[src/rtl/rvj1_data_bus_router.sv]
// rvj1_data_bus_router
//
// Purpose: routes rvj1 core data-port requests by address to one of two
// slaves (slave 0 = data RAM, slave 1 = peripheral window). Unmapped
// addresses are accepted immediately and answered with an internally
// generated error response. Responses return to the core strictly in request
// order; a small FIFO of target IDs remembers who owns each outstanding
// transaction.
//
// Ports:
//   clk_i, rstn_i            clock, asynchronous active-low reset
//   m_req_*                  core request channel (addr/data/strobe/write/valid/ready)
//   m_rsp_*                  core response channel (data/error/valid/ready)
//   s0_req_*, s1_req_*       forwarded request channels (addr/data/strobe/write broadcast)
//   s0_rsp_*, s1_rsp_*       slave response channels
//   outstanding_o            number of transactions awaiting a response
//   spurious_rsp_o           sticky flag: a slave responded while nothing was outstanding
module rvj1_data_bus_router #(
    parameter int              XLEN            = 32,
    parameter int              NBYTES          = XLEN / 8,
    parameter logic [XLEN-1:0] S0_BASE         = 32'h8020_0000,
    parameter logic [XLEN-1:0] S0_SIZE_BYTES   = 32'h0020_0000,
    parameter logic [XLEN-1:0] S1_BASE         = 32'h9000_0000,
    parameter logic [XLEN-1:0] S1_SIZE_BYTES   = 32'h0000_1000,
    parameter int              MAX_OUTSTANDING = 2,
    localparam int             CW              = $clog2(MAX_OUTSTANDING + 1)
) (
    input  logic              clk_i,
    input  logic              rstn_i,

    input  logic [XLEN-1:0]   m_req_addr_i,
    input  logic [XLEN-1:0]   m_req_data_i,
    input  logic [NBYTES-1:0] m_req_strobe_i,
    input  logic              m_req_write_i,
    input  logic              m_req_valid_i,
    output logic              m_req_ready_o,
    output logic [XLEN-1:0]   m_rsp_data_o,
    output logic              m_rsp_error_o,
    output logic              m_rsp_valid_o,
    input  logic              m_rsp_ready_i,

    output logic [XLEN-1:0]   s0_req_addr_o,
    output logic [XLEN-1:0]   s0_req_data_o,
    output logic [NBYTES-1:0] s0_req_strobe_o,
    output logic              s0_req_write_o,
    output logic              s0_req_valid_o,
    input  logic              s0_req_ready_i,
    input  logic [XLEN-1:0]   s0_rsp_data_i,
    input  logic              s0_rsp_error_i,
    input  logic              s0_rsp_valid_i,
    output logic              s0_rsp_ready_o,

    output logic [XLEN-1:0]   s1_req_addr_o,
    output logic [XLEN-1:0]   s1_req_data_o,
    output logic [NBYTES-1:0] s1_req_strobe_o,
    output logic              s1_req_write_o,
    output logic              s1_req_valid_o,
    input  logic              s1_req_ready_i,
    input  logic [XLEN-1:0]   s1_rsp_data_i,
    input  logic              s1_rsp_error_i,
    input  logic              s1_rsp_valid_i,
    output logic              s1_rsp_ready_o,

    output logic [CW-1:0]     outstanding_o,
    output logic              spurious_rsp_o
);

    typedef enum logic [1:0] {
        TGT_S0  = 2'd0,
        TGT_S1  = 2'd1,
        TGT_ERR = 2'd2
    } target_t;

    // A depth-1 FIFO still needs a one-bit pointer to keep the index legal.
    localparam int PW = (MAX_OUTSTANDING > 1) ? $clog2(MAX_OUTSTANDING) : 1;

    logic [XLEN:0] off0;
    logic [XLEN:0] off1;
    logic          hit0;
    logic          hit1;
    target_t       sel;
    logic          sel_ready;

    target_t       id_fifo [MAX_OUTSTANDING];
    logic [PW-1:0] wr_ptr;
    logic [PW-1:0] rd_ptr;
    logic [CW-1:0] count;
    logic          full;
    logic          empty;
    target_t       head;
    logic          push;
    logic          pop;

    function automatic logic [PW-1:0] next_ptr(input logic [PW-1:0] p);
        return (p == PW'(MAX_OUTSTANDING - 1)) ? '0 : p + 1'b1;
    endfunction

    // Window decode: the extra top bit makes an address below the base
    // produce a huge offset instead of wrapping into the window.
    assign off0 = {1'b0, m_req_addr_i} - {1'b0, S0_BASE};
    assign off1 = {1'b0, m_req_addr_i} - {1'b0, S1_BASE};
    assign hit0 = off0 < {1'b0, S0_SIZE_BYTES};
    assign hit1 = off1 < {1'b0, S1_SIZE_BYTES};

    // Slave 0 takes priority if the windows were ever configured to overlap;
    // anything matching neither window is answered locally with an error.
    always_comb begin
        sel       = TGT_ERR;
        sel_ready = 1'b1;
        if (hit0) begin
            sel       = TGT_S0;
            sel_ready = s0_req_ready_i;
        end else if (hit1) begin
            sel       = TGT_S1;
            sel_ready = s1_req_ready_i;
        end
    end

    assign full  = (count == CW'(MAX_OUTSTANDING));
    assign empty = (count == '0);
    assign head  = id_fifo[rd_ptr];

    // Reset gates the handshake explicitly so nothing is launched while the
    // slaves (which share this reset) are being cleared.
    assign m_req_ready_o  = rstn_i & ~full & sel_ready;
    assign s0_req_valid_o = rstn_i & m_req_valid_i & (sel == TGT_S0) & ~full;
    assign s1_req_valid_o = rstn_i & m_req_valid_i & (sel == TGT_S1) & ~full;

    assign s0_req_addr_o   = m_req_addr_i;
    assign s0_req_data_o   = m_req_data_i;
    assign s0_req_strobe_o = m_req_strobe_i;
    assign s0_req_write_o  = m_req_write_i;
    assign s1_req_addr_o   = m_req_addr_i;
    assign s1_req_data_o   = m_req_data_i;
    assign s1_req_strobe_o = m_req_strobe_i;
    assign s1_req_write_o  = m_req_write_i;

    // Response mux driven by the oldest outstanding ID. Only the head slave
    // sees ready, so a slave that answers early simply holds its response.
    always_comb begin
        m_rsp_valid_o  = 1'b0;
        m_rsp_data_o   = '0;
        m_rsp_error_o  = 1'b0;
        s0_rsp_ready_o = 1'b0;
        s1_rsp_ready_o = 1'b0;
        if (!empty) begin
            case (head)
                TGT_S0: begin
                    m_rsp_valid_o  = s0_rsp_valid_i;
                    m_rsp_data_o   = s0_rsp_data_i;
                    m_rsp_error_o  = s0_rsp_error_i;
                    s0_rsp_ready_o = m_rsp_ready_i;
                end
                TGT_S1: begin
                    m_rsp_valid_o  = s1_rsp_valid_i;
                    m_rsp_data_o   = s1_rsp_data_i;
                    m_rsp_error_o  = s1_rsp_error_i;
                    s1_rsp_ready_o = m_rsp_ready_i;
                end
                default: begin
                    m_rsp_valid_o = 1'b1;
                    m_rsp_error_o = 1'b1;
                end
            endcase
        end
    end

    assign push = m_req_valid_i & m_req_ready_o;
    assign pop  = m_rsp_valid_o & m_rsp_ready_i;

    // ID FIFO. Full is judged on the count before this cycle's pop, so a
    // full FIFO never accepts a request in the same cycle it drains one.
    always_ff @(posedge clk_i or negedge rstn_i) begin
        if (!rstn_i) begin
            wr_ptr <= '0;
            rd_ptr <= '0;
            count  <= '0;
            for (int i = 0; i < MAX_OUTSTANDING; i++) begin
                id_fifo[i] <= TGT_ERR;
            end
        end else begin
            if (push) begin
                id_fifo[wr_ptr] <= sel;
                wr_ptr          <= next_ptr(wr_ptr);
            end
            if (pop) begin
                rd_ptr <= next_ptr(rd_ptr);
            end
            case ({push, pop})
                2'b10:   count <= count + 1'b1;
                2'b01:   count <= count - 1'b1;
                default: count <= count;
            endcase
        end
    end

    // Sticky protocol-violation flag: any slave response while nothing is
    // outstanding can never be delivered, so record it until reset.
    always_ff @(posedge clk_i or negedge rstn_i) begin
        if (!rstn_i) begin
            spurious_rsp_o <= 1'b0;
        end else if (empty && (s0_rsp_valid_i || s1_rsp_valid_i)) begin
            spurious_rsp_o <= 1'b1;
        end
    end

    assign outstanding_o = count;

endmodule

[config.mk]
export PLATFORM = sky130hd
export DESIGN_NAME = rvj1_data_bus_router
export DESIGN_NICKNAME = d
export VERILOG_FILES = /design/src/rtl/rvj1_data_bus_router.sv
export SDC_FILE = /design/constraint.sdc
export NUM_CORES = 1
export LEC_CHECK = 0
export ABC_AREA = 1
export BUFFER_PORTS_ARGS = -buffer_cell sky130_fd_sc_hd__buf_2
export CORE_AREA = 5 5 122 124
export DETAILED_ROUTE_END_ITERATION = 16
export DIE_AREA = 0 0 127 129
export PLACE_DENSITY = 0.57
export RECOVER_POWER = 25
export SLEW_MARGIN = 20
export SYNTH_ARGS = -nofsm -noshare
export SYNTH_HDL_FRONTEND = slang
export SYNTH_SLANG_ARGS = --single-unit
[constraint.sdc]
create_clock -name clk_i -period 2.3 [get_ports clk_i]
set_input_delay 0.23 -clock clk_i [delete_from_list [all_inputs] [get_ports clk_i]]
set_output_delay 0.23 -clock clk_i [all_outputs]
set_load 0.02 [all_outputs]
Yosys cells after proc, flatten, opt, wreduce, memory -nomap -nowiden. Index checks and enable logic that the tools add are counted.

Bits in registers: 9. Bits in latches: 0. RAM bits: 0. Bits in read-only memories: 0. Input bits: 143. Output and inout port bits: 180. Word-level logic and storage cells: 64. Memories kept: 0.

Add/sub/neg operators: 6. $mul: 0. Divide/modulo/power cells: 0. Magnitude comparators: 5. Equal/unequal tests: 5. Shift-type cells: 0. Muxes and demuxes: 23. Bitwise operators: 12. Reduce and logical (&&, ||, !) cells: 7.

Operators with widths (number): $sub 32x32->33 const B (2); $pmux 32 s2 (1); $lt 33x13->1 const B (1); $lt 33x22->1 const B (1); $mux 32 (1); $mux 2 (6); $mux 1 (10); $and 1x1->1 (9); $eq 2x1->1 const B (3); $logic_not 2->1 (3); $bwmux 4 (1); $eq 2x2->1 const B (2); $ge 2x2->1 const B (2); $not 1->2 (2); $pmux 1 s2 (2); $pmux 2 s2 (1); $add 1x1->1 const B (2); $add 2x1->2 const B (1); $demux 2 s1 (1); $logic_and 1x1->1 (2); $lt 2x1->1 const B (1); $reduce_bool 2->1 (1); $sub 2x1->2 const B (1); $logic_or 1x1->1 (1); $not 1->1 (1).

Depth between registers and ports, before layout. Gate-level depths: netlist of run 1.

Depth after elaboration: 10. Depth in mapped cells: 14. Depth with buffers taken out: 14.

Worst setup path before layout of run 1. Ideal clock, no wire load.

Path type: reg-to-reg. Start: register id_fifo[1] (netlist bit). End: register count[1] (netlist: outstanding_o[1]). Library setup time: 0.131 ns. Arrival: 1.908 ns. Required time: 2.169 ns. Path slack: 0.261 ns. Stages on the path, launching flop included: 13. Buffers on the path: 0. Period minus slack after synthesis: 2.039 ns. Cell sequence: dfstp_2 nand2_1 nand2_1 nor2_4 inv_2 nor2_2 nor3_2 nand2_2 inv_1 ha_1 a21oi_1 o21ai_0 xnor2_1.

Cells in the longest elaborated chain, start to end: 9. Elaborated cells on any way between the ends: 12. Those cells by class: 3 x eq/ne; 6 x mux; 1 x bitwise; 2 x reduce/logical.

RTL lines: start, declared (RTL line 84) `target_t id_fifo [MAX_OUTSTANDING];`; start signal, assigned by index (RTL line 183) `id_fifo[wr_ptr] <= sel;`; $mux 2 (not written as such) (*) (3 in a row) (RTL line 121) `assign head = id_fifo[rd_ptr];`; $eq 2x1->1 or $logic_not 2->1 (tied branches) (RTL line 147) `case (head)`; $pmux 1 s2 (*) (RTL line 147); $mux 1 (*) (RTL line 146) `if (!empty) begin`; named net m_rsp_valid_o (RTL line 39) `output logic m_rsp_valid_o,`; $and 1x1->1 (*) (RTL line 169) `assign pop = m_rsp_valid_o & m_rsp_ready_i;`; named net pop (RTL line 92) `logic pop;`; $eq 2x1->1 or $eq 2x2->1 (tied branches) (RTL line 189) `case ({push, pop})`; $pmux 2 s2 or $reduce_bool 2->1 (tied branches); end signal, assigned (RTL line 190) `2'b10: count <= count + 1'b1;`; end signal, assigned (RTL line 191) `2'b01: count <= count - 1'b1;`; end signal, assigned (RTL line 192) `default: count <= count;`; end, declared (RTL line 87) `logic [CW-1:0] count;`.

Mark *: on every way through the listed nets, which the timed path passes. The rest lies on a longest branch. The select of a mux whose other input is x is not followed. A chain may end at the register's enable or synchronous reset.

Final worst setup path of run 1.
Start: input rstn_i. End: register count[1] (netlist: outstanding_o[1]).

Cells in the longest elaborated chain, start to end: 5. Elaborated cells on any way between the ends: 7. Those cells by class: 2 x eq/ne; 1 x mux; 3 x bitwise; 1 x reduce/logical.

RTL lines: start, declared (RTL line 29) `input logic rstn_i,`; $and 1x1->1 (*) (2 in a row) (RTL line 125) `assign m_req_ready_o = rstn_i & ~full & sel_ready;`; $and 1x1->1 (*) (RTL line 168) `assign push = m_req_valid_i & m_req_ready_o;`; $eq 2x1->1 or $eq 2x2->1 (tied branches) (RTL line 189); $pmux 2 s2 or $reduce_bool 2->1 (tied branches).

Mark *: on every way between the ends. The rest lies on a longest branch, timed or not.

==> impl_metrics.py, run 1 <==
metrics = {
    "cts": {
        "cts_sinks": 9,
        "clock_latency_ps": 230,
        "cts_tree": "yes",
        "cts.reportedPaths.clkPinSlew_ps": 40,
        "cts-root-buf": "clkbuf_16",
        "cts_made_buffers": 3,
        "cts_resized": 0,
        "clk_path_buf_depth": 2,
        "cts_hold_buf": 1,
        "htree_num_levels": 1,
        "cts_setup_buffers": 0,
    },
    "placement": {
        "port_buffers": 175,
        "gp_congestion": 0.760,
        "hpwl_um": 6710,
        "dp_slack_ps": 168,
    },
    "yosys": {
        "ys_seq_area_share_pct": 9.96,
        "syn_inst": 371,
        "synth.distinct_cells": 25,
        "ys_warn_count": 0,
        "ys_seq_elements": 9,
        "syn_avg_cell_area_um2": 6.16,
        "netlist_area_um2": 2290,
        "synth_fp_nets": 517,
    },
    "floorplanning": {
        "die-width_um": 127,
        "io_pins": 323,
        "core.rowCount": 43,
        "die_h_um": 129,
        "die_area_um2": 16400,
        "core-area_um2": 13700,
        "start_util_pct": 16.7,
    },
    "run": {
        "maxCapViolations": 0,
    },
    "sta": {
        "finalSetupViolations": 0,
        "period_minus_slack_ps": 2030,
        "tightest_slew_ps": 416,
        "drv_slew": 0,
        "setup_tns_ps": 0,
        "fin_ws_ps": 270,
        "hold_viol_final": 0,
        "fin_crit_sh_pct": 88.2,
        "maxSlewHeadroom_pct": 72.0,
        "hold_ws_ps": 295,
        "skew_ps": 0.345,
        "fmax_ghz": 0.493,
        "rsz0062_at_grt": "no",
    },
    "worst_hold_path": {
        "hp-class": "in2reg",
    },
    "routing": {
        "viasPerCell": 3.67,
        "drc": 0,
        "ant_nets": 0,
        "via_count": 2154,
        "drtIter0Drc": 159,
        "drt-pass1-iter-count": 4,
        "drt-total-wl_um": 7800,
        "wl_per_cell_um": 13.3,
    },
    "critical_path": {
        "cp.required_ps": 2410,
        "start_kind": "input port",
        "crit_type": "in2reg",
        "critPathCaptureType": "flop",
        "cp.arrival_ps": 2140,
        "critPathMaxFanout": 8,
    },
    "power_and_ir_drop": {
        "ir_drop_v": 0.000461,
        "p_total_w": 0.00234,
        "leakage_nw": 1.34,
        "power_density_nw_per_um2": 960,
    },
    "finish": {
        "num-fill-cells": 1619,
        "finalNetCount": 554,
        "area_growth_pct": 6.62,
        "drive_gt1_share_pct": 49.1,
        "mostFrequentLayoutCells": "buf_2 (175), nand2_1 (95), a21oi_1 (34)",
        "final_common_cell": "buf_2",
        "diodes": 0,
    },
    "grt": {
        "grt_remaining_overflow": 0,
        "grt_pass1_vias": 1947,
        "grt_pass1_wl_um": 10900,
        "antenna_found_initial": 0,
        "grt_use_total_pct": 8.30,
        "grt_max_degree": 37,
    },
    "status": {
        "status": "finished, final reports clean",
    },
}
-- Yosys cell counts --
cell type	n	area [µm²]
a21oi_1	34	170
nand4_1	6	37.5
o21ai_0	2	10.0
nor3_2	1	10.0
nor2_4	2	22.5
buf_4	138	1040
a21boi_1	1	7.51
nand2_2	3	18.8
nor2_1	27	101
xor2_1	1	8.76
dfstp_2	2	52.6
inv_2	5	18.8
nand3_1	7	35.0
nor3b_1	1	7.51
nand2_1	95	357
inv_1	14	52.6
dfrtp_1	7	175
o21a_1	1	7.51
xnor2_1	2	17.5
nor2_2	3	18.8
nand3_2	2	20.0
buf_2	6	30.0
nor3_1	4	20.0
ha_1	3	37.5
clkbuf_1	4	15.0
-- layer usage --
layer / global-route usage [%] / share of wire [%] / vias up
li1: - / - / 1092
met1: 10.3 / 37 / 900
met4: 3.85 / 4.1 / 0
met3: 3.69 / 13 / 30
met5: 0 / 0 / -
met2: 12.4 / 46 / 132
-- state kept, by name, indices dropped and copies added, names as in the netlist --
register,flops
spurious_rsp_o,1
outstanding_o,2
wr_ptr,1
id_fifo,4
rd_ptr,1
-- worst paths after layout --
| path | start | endpoint | slack (ps) | cells after the start |
|---|---|---|---|---|
| max in group asynchronous | rstn_i | id_fifo[3]$_DFFE_PN1P_ | 1650 | 3 |
| setup / recovery | rstn_i | outstanding_o[1]$_DFFE_PN0P_ | 270 | 10 |
| min in group asynchronous | rstn_i | spurious_rsp_o$_DFFE_PN0P_ | 440 | 3 |
| setup reg to reg | outstanding_o[0]$_DFFE_PN0P_ | outstanding_o[1]$_DFFE_PN0P_ | 410 | 9 |
| hold reg to reg | id_fifo[1]$_DFFE_PN1P_ | id_fifo[1]$_DFFE_PN1P_ | 460 | 2 |
| hold / removal | s1_rsp_valid_i | spurious_rsp_o$_DFFE_PN0P_ | 290 | 3 |
-- per-stage QoR --
step	area [µm²]	utilization (%)	cells
floorplan	2290	-	371
CTS	2440	17.8	587
global placement	2350	17.2	582
global route	2440	17.8	587
detailed placement	2350	17.2	582
finish	2440	17.8	587
-- area by class of cell --
| cell class | count | area [µm²] | share of cell area (%) |
|---|---|---|---|
| tap | 180 | 225 | 9.24 |
| timing repair buffer | 180 | 928 | 38.1 |
| clock buffer | 4 | 78.8 | 3.23 |
| multi-input combinational | 195 | 907 | 37.2 |
| inverter | 19 | 71.3 | 2.92 |
| sequential | 9 | 228 | 9.34 |
-- worst max-delay path, stage by stage --
cell,delay [ps]
dlygate4sd3_1,520
buf_2,100
a21boi_1,240
nand2_1,130
nor2_4,180
nand2_1,100
ha_1,300
a21oi_1,110
o21ai_0,110
xnor2_1,130
-- kinds of logic after synthesis --
group,Yosys count,synth area share (%)
DFF,9,9.96
xor gates and xnor gates,3,1.15
and+or+nand+nor,151,28.3
AOI/OAI and AO/OA,38,8.53
adders and majority gates,3,1.64
buffers and inverters,167,50.4
-- power by group --
| group | switching, W | internal (W) |
|---|---|---|
| Clock | 0.0000702 | 0.000231 |
| Combinational | 0.00119 | 0.000563 |
| Sequential | 0.0000571 | 0.000229 |
(Power assumes the default switching activity.)
==> inputs of run 2 (changes only) <==
--- a/config.mk
+++ b/config.mk
@@ -7,10 +7,12 @@
 export LEC_CHECK = 0
 export ABC_AREA = 1
 export BUFFER_PORTS_ARGS = -buffer_cell sky130_fd_sc_hd__buf_2
-export CORE_AREA = 5 5 122 124
+export CELL_PAD_IN_SITES_DETAIL_PLACEMENT = 0
+export CELL_PAD_IN_SITES_GLOBAL_PLACEMENT = 1
+export CORE_AREA = 5 5 123 125
 export DETAILED_ROUTE_END_ITERATION = 16
-export DIE_AREA = 0 0 127 129
-export PLACE_DENSITY = 0.57
+export DIE_AREA = 0 0 128 130
+export PLACE_DENSITY = 0.85
 export RECOVER_POWER = 25
 export SLEW_MARGIN = 20
 export SYNTH_ARGS = -nofsm -noshare
==> impl_metrics.py, run 2 (synthesis results as in run 1) <==
metrics = {
    "power_and_ir_drop": {
        "ir_drop_v": 0.000341,
        "p_int_w": 0.00103,
        "p_switching_w": 0.00131,
        "p_sw_share_pct": 55.9,
        "leakage_nw": 1.35,
        "seqPwrFrac_pct": 12.5,
        "power_density_nw_per_um2": 955,
        "clockPowerShare_pct": 12.9,
        "combPwrFrac_pct": 74.6,
    },
    "placement": {
        "port_buffers": 175,
        "dp_slack_ps": 159,
        "hpwl_um": 6390,
        "placed_cells": 582,
        "gp_congestion": 0.742,
    },
    "grt": {
        "met3_usage_pct": 4.13,
        "antenna_found_initial": 0,
        "grt_pass1_vias": 2034,
        "grt_max_degree": 37,
        "grt.busiest_layer": "met2",
        "grt_use_total_pct": 7.85,
        "met1_usage_pct": 9.59,
        "grt_pass1_wl_um": 10800,
        "use_met2_pct": 11.8,
        "grt_remaining_overflow": 0,
    },
    "floorplanning": {
        "die_h_um": 130,
        "die-width_um": 128,
        "start_util_pct": 16.6,
        "die_area_um2": 16600,
        "core.rowCount": 43,
        "core-area_um2": 13800,
        "io_pins": 323,
    },
    "sta": {
        "tightest_slew_ps": 371,
        "skew_ps": 1.91,
        "setup_tns_ps": 0,
        "fin_crit_sh_pct": 92.0,
        "maxSlewHeadroom_pct": 75.2,
        "hold_viol_final": 0,
        "hold_ws_ps": 293,
        "rsz0062_at_grt": "no",
        "fmax_ghz": 0.472,
        "finalSetupViolations": 0,
        "drv_slew": 0,
        "fin_ws_ps": 184,
        "period_minus_slack_ps": 2120,
    },
    "finish": {
        "drive_gt1_share_pct": 49.5,
        "finalNetCount": 555,
        "top_register": "id_fifo",
        "area_growth_pct": 7.22,
        "final_common_cell": "buf_2",
        "largest_register_ffs": 4,
        "diodes": 0,
        "finalNonFillerCells": 588,
        "num-fill-cells": 1597,
        "mostFrequentLayoutCells": "buf_2 (174), nand2_1 (95), a21oi_1 (34)",
        "finish.utilization_pct": 17.8,
    },
    "cts": {
        "cts_tree": "yes",
        "clock_latency_ps": 230,
        "cts_sinks": 9,
        "clk_path_buf_depth": 2,
        "cts-root-buf": "clkbuf_16",
        "htree_num_levels": 1,
        "cts.reportedPaths.clkPinSlew_ps": 40,
        "cts_made_buffers": 3,
    },
    "critical_path": {
        "cpPeakStageDelay_ps": 370,
        "crit_family": "buffers and inverters",
        "start_kind": "flop",
        "crit_chain": "inv_2 -> nand2_2 -> nand2_1 -> nor2_4 -> buf_4 -> nand2_1 -> a21oi_1 -> buf_2",
        "cp_common_cell": "nand2_1",
        "critPathMaxFanout": 32,
        "crit_buf_inv": 3,
        "cp.arrival_ps": 1890,
        "crit_type": "reg2out",
        "critPathCaptureType": "primary output",
        "crit_slowest_cell": "dfrtp_1",
        "cp.required_ps": 2070,
    },
    "routing": {
        "ant_nets": 0,
        "drt-pass1-iter-count": 4,
        "via_count": 2139,
        "viasPerCell": 3.64,
        "wl_per_cell_um": 12.5,
        "drtIter0Drc": 103,
        "drt-total-wl_um": 7360,
        "drc": 0,
    },
    "worst_hold_path": {
        "hp-class": "in2reg",
    },
    "status": {
        "status": "finished, final reports clean",
    },
    "run": {
        "maxCapViolations": 0,
    },
}
## run 2: changes by cell type in the layout (fill, tap and decap cells not counted), sizes merged
cell / previous run / this run
clkbuf: 4 / 5
## run 2: tightest hold or removal path: stages
cell     delay (ps)
buf_2            90
o21ai_0         100
nand2_1          70
## run 2: path summary, 6_finish.rpt
kind	from	to	slack, ps	depth (start not counted)
max in group asynchronous	rstn_i	id_fifo[1]$_DFFE_PN1P_	1690	2
min in group asynchronous	rstn_i	wr_ptr$_DFFE_PN0N_	380	2
setup reg to reg	id_fifo[1]$_DFFE_PN1P_	outstanding_o[1]$_DFFE_PN0P_	410	12
hold / removal	s1_rsp_valid_i	spurious_rsp_o$_DFFE_PN0P_	290	3
setup / recovery	rd_ptr$_DFFE_PN0P_	m_rsp_data_o[18]	180	8
hold reg to reg	id_fifo[1]$_DFFE_PN1P_	id_fifo[1]$_DFFE_PN1P_	460	2
## run 2: per-layer routing
| layer | routed length [µm] | vias to the layer above |
|---|---|---|
| met1 | 2730 | 896 |
| met3 | 944 | 35 |
| met5 | 0 | - |
| met2 | 3500 | 115 |
| li1 | - | 1093 |
| met4 | 188 | 0 |
## run 2: final cells by class
| class | instances | area [µm²] | area share, % |
|---|---|---|---|
| Timing Repair Buffer | 181 | 938 | 38.3 |
| Multi-Input combinational cell | 195 | 911 | 37.1 |
| Sequential cell | 9 | 228 | 9.29 |
| Tap cell | 180 | 225 | 9.18 |
| Clock buffer | 4 | 78.8 | 3.21 |
| Inverter | 19 | 71.3 | 2.91 |
## run 2: per-stage QoR
stage	total power, W	instance area, µm²
2_1_floorplan	0.00172	2290
3_3_place_gp	0.00204	2350
3_5_place_dp	0.00205	2350
4_1_cts	0.00236	2440
5_1_grt	0.00255	2450
6_report	0.00234	2450
## run 2: power groups by stage
| stage | clock [W] | combinational (W) | sequential (W) |
|---|---|---|---|
| 2_1_floorplan | 0 | 0.00142 | 0.000302 |
| 3_3_place_gp | 0 | 0.00176 | 0.000287 |
| 3_5_place_dp | 0 | 0.00175 | 0.000292 |
| 4_1_cts | 0.000305 | 0.00176 | 0.000290 |
| 5_1_grt | 0.000315 | 0.00193 | 0.000309 |
| 6_report | 0.000302 | 0.00175 | 0.000292 |
## run 2: what timing repair did
item | 4_1_cts | 5_1_grt
endpoints found under the hold margin | 7 | 0
hold buffers | 1 | 0
buffers inserted | 0 | 1
resized for setup | 0 | 2
endpoints found under the setup margin | 0 | 1
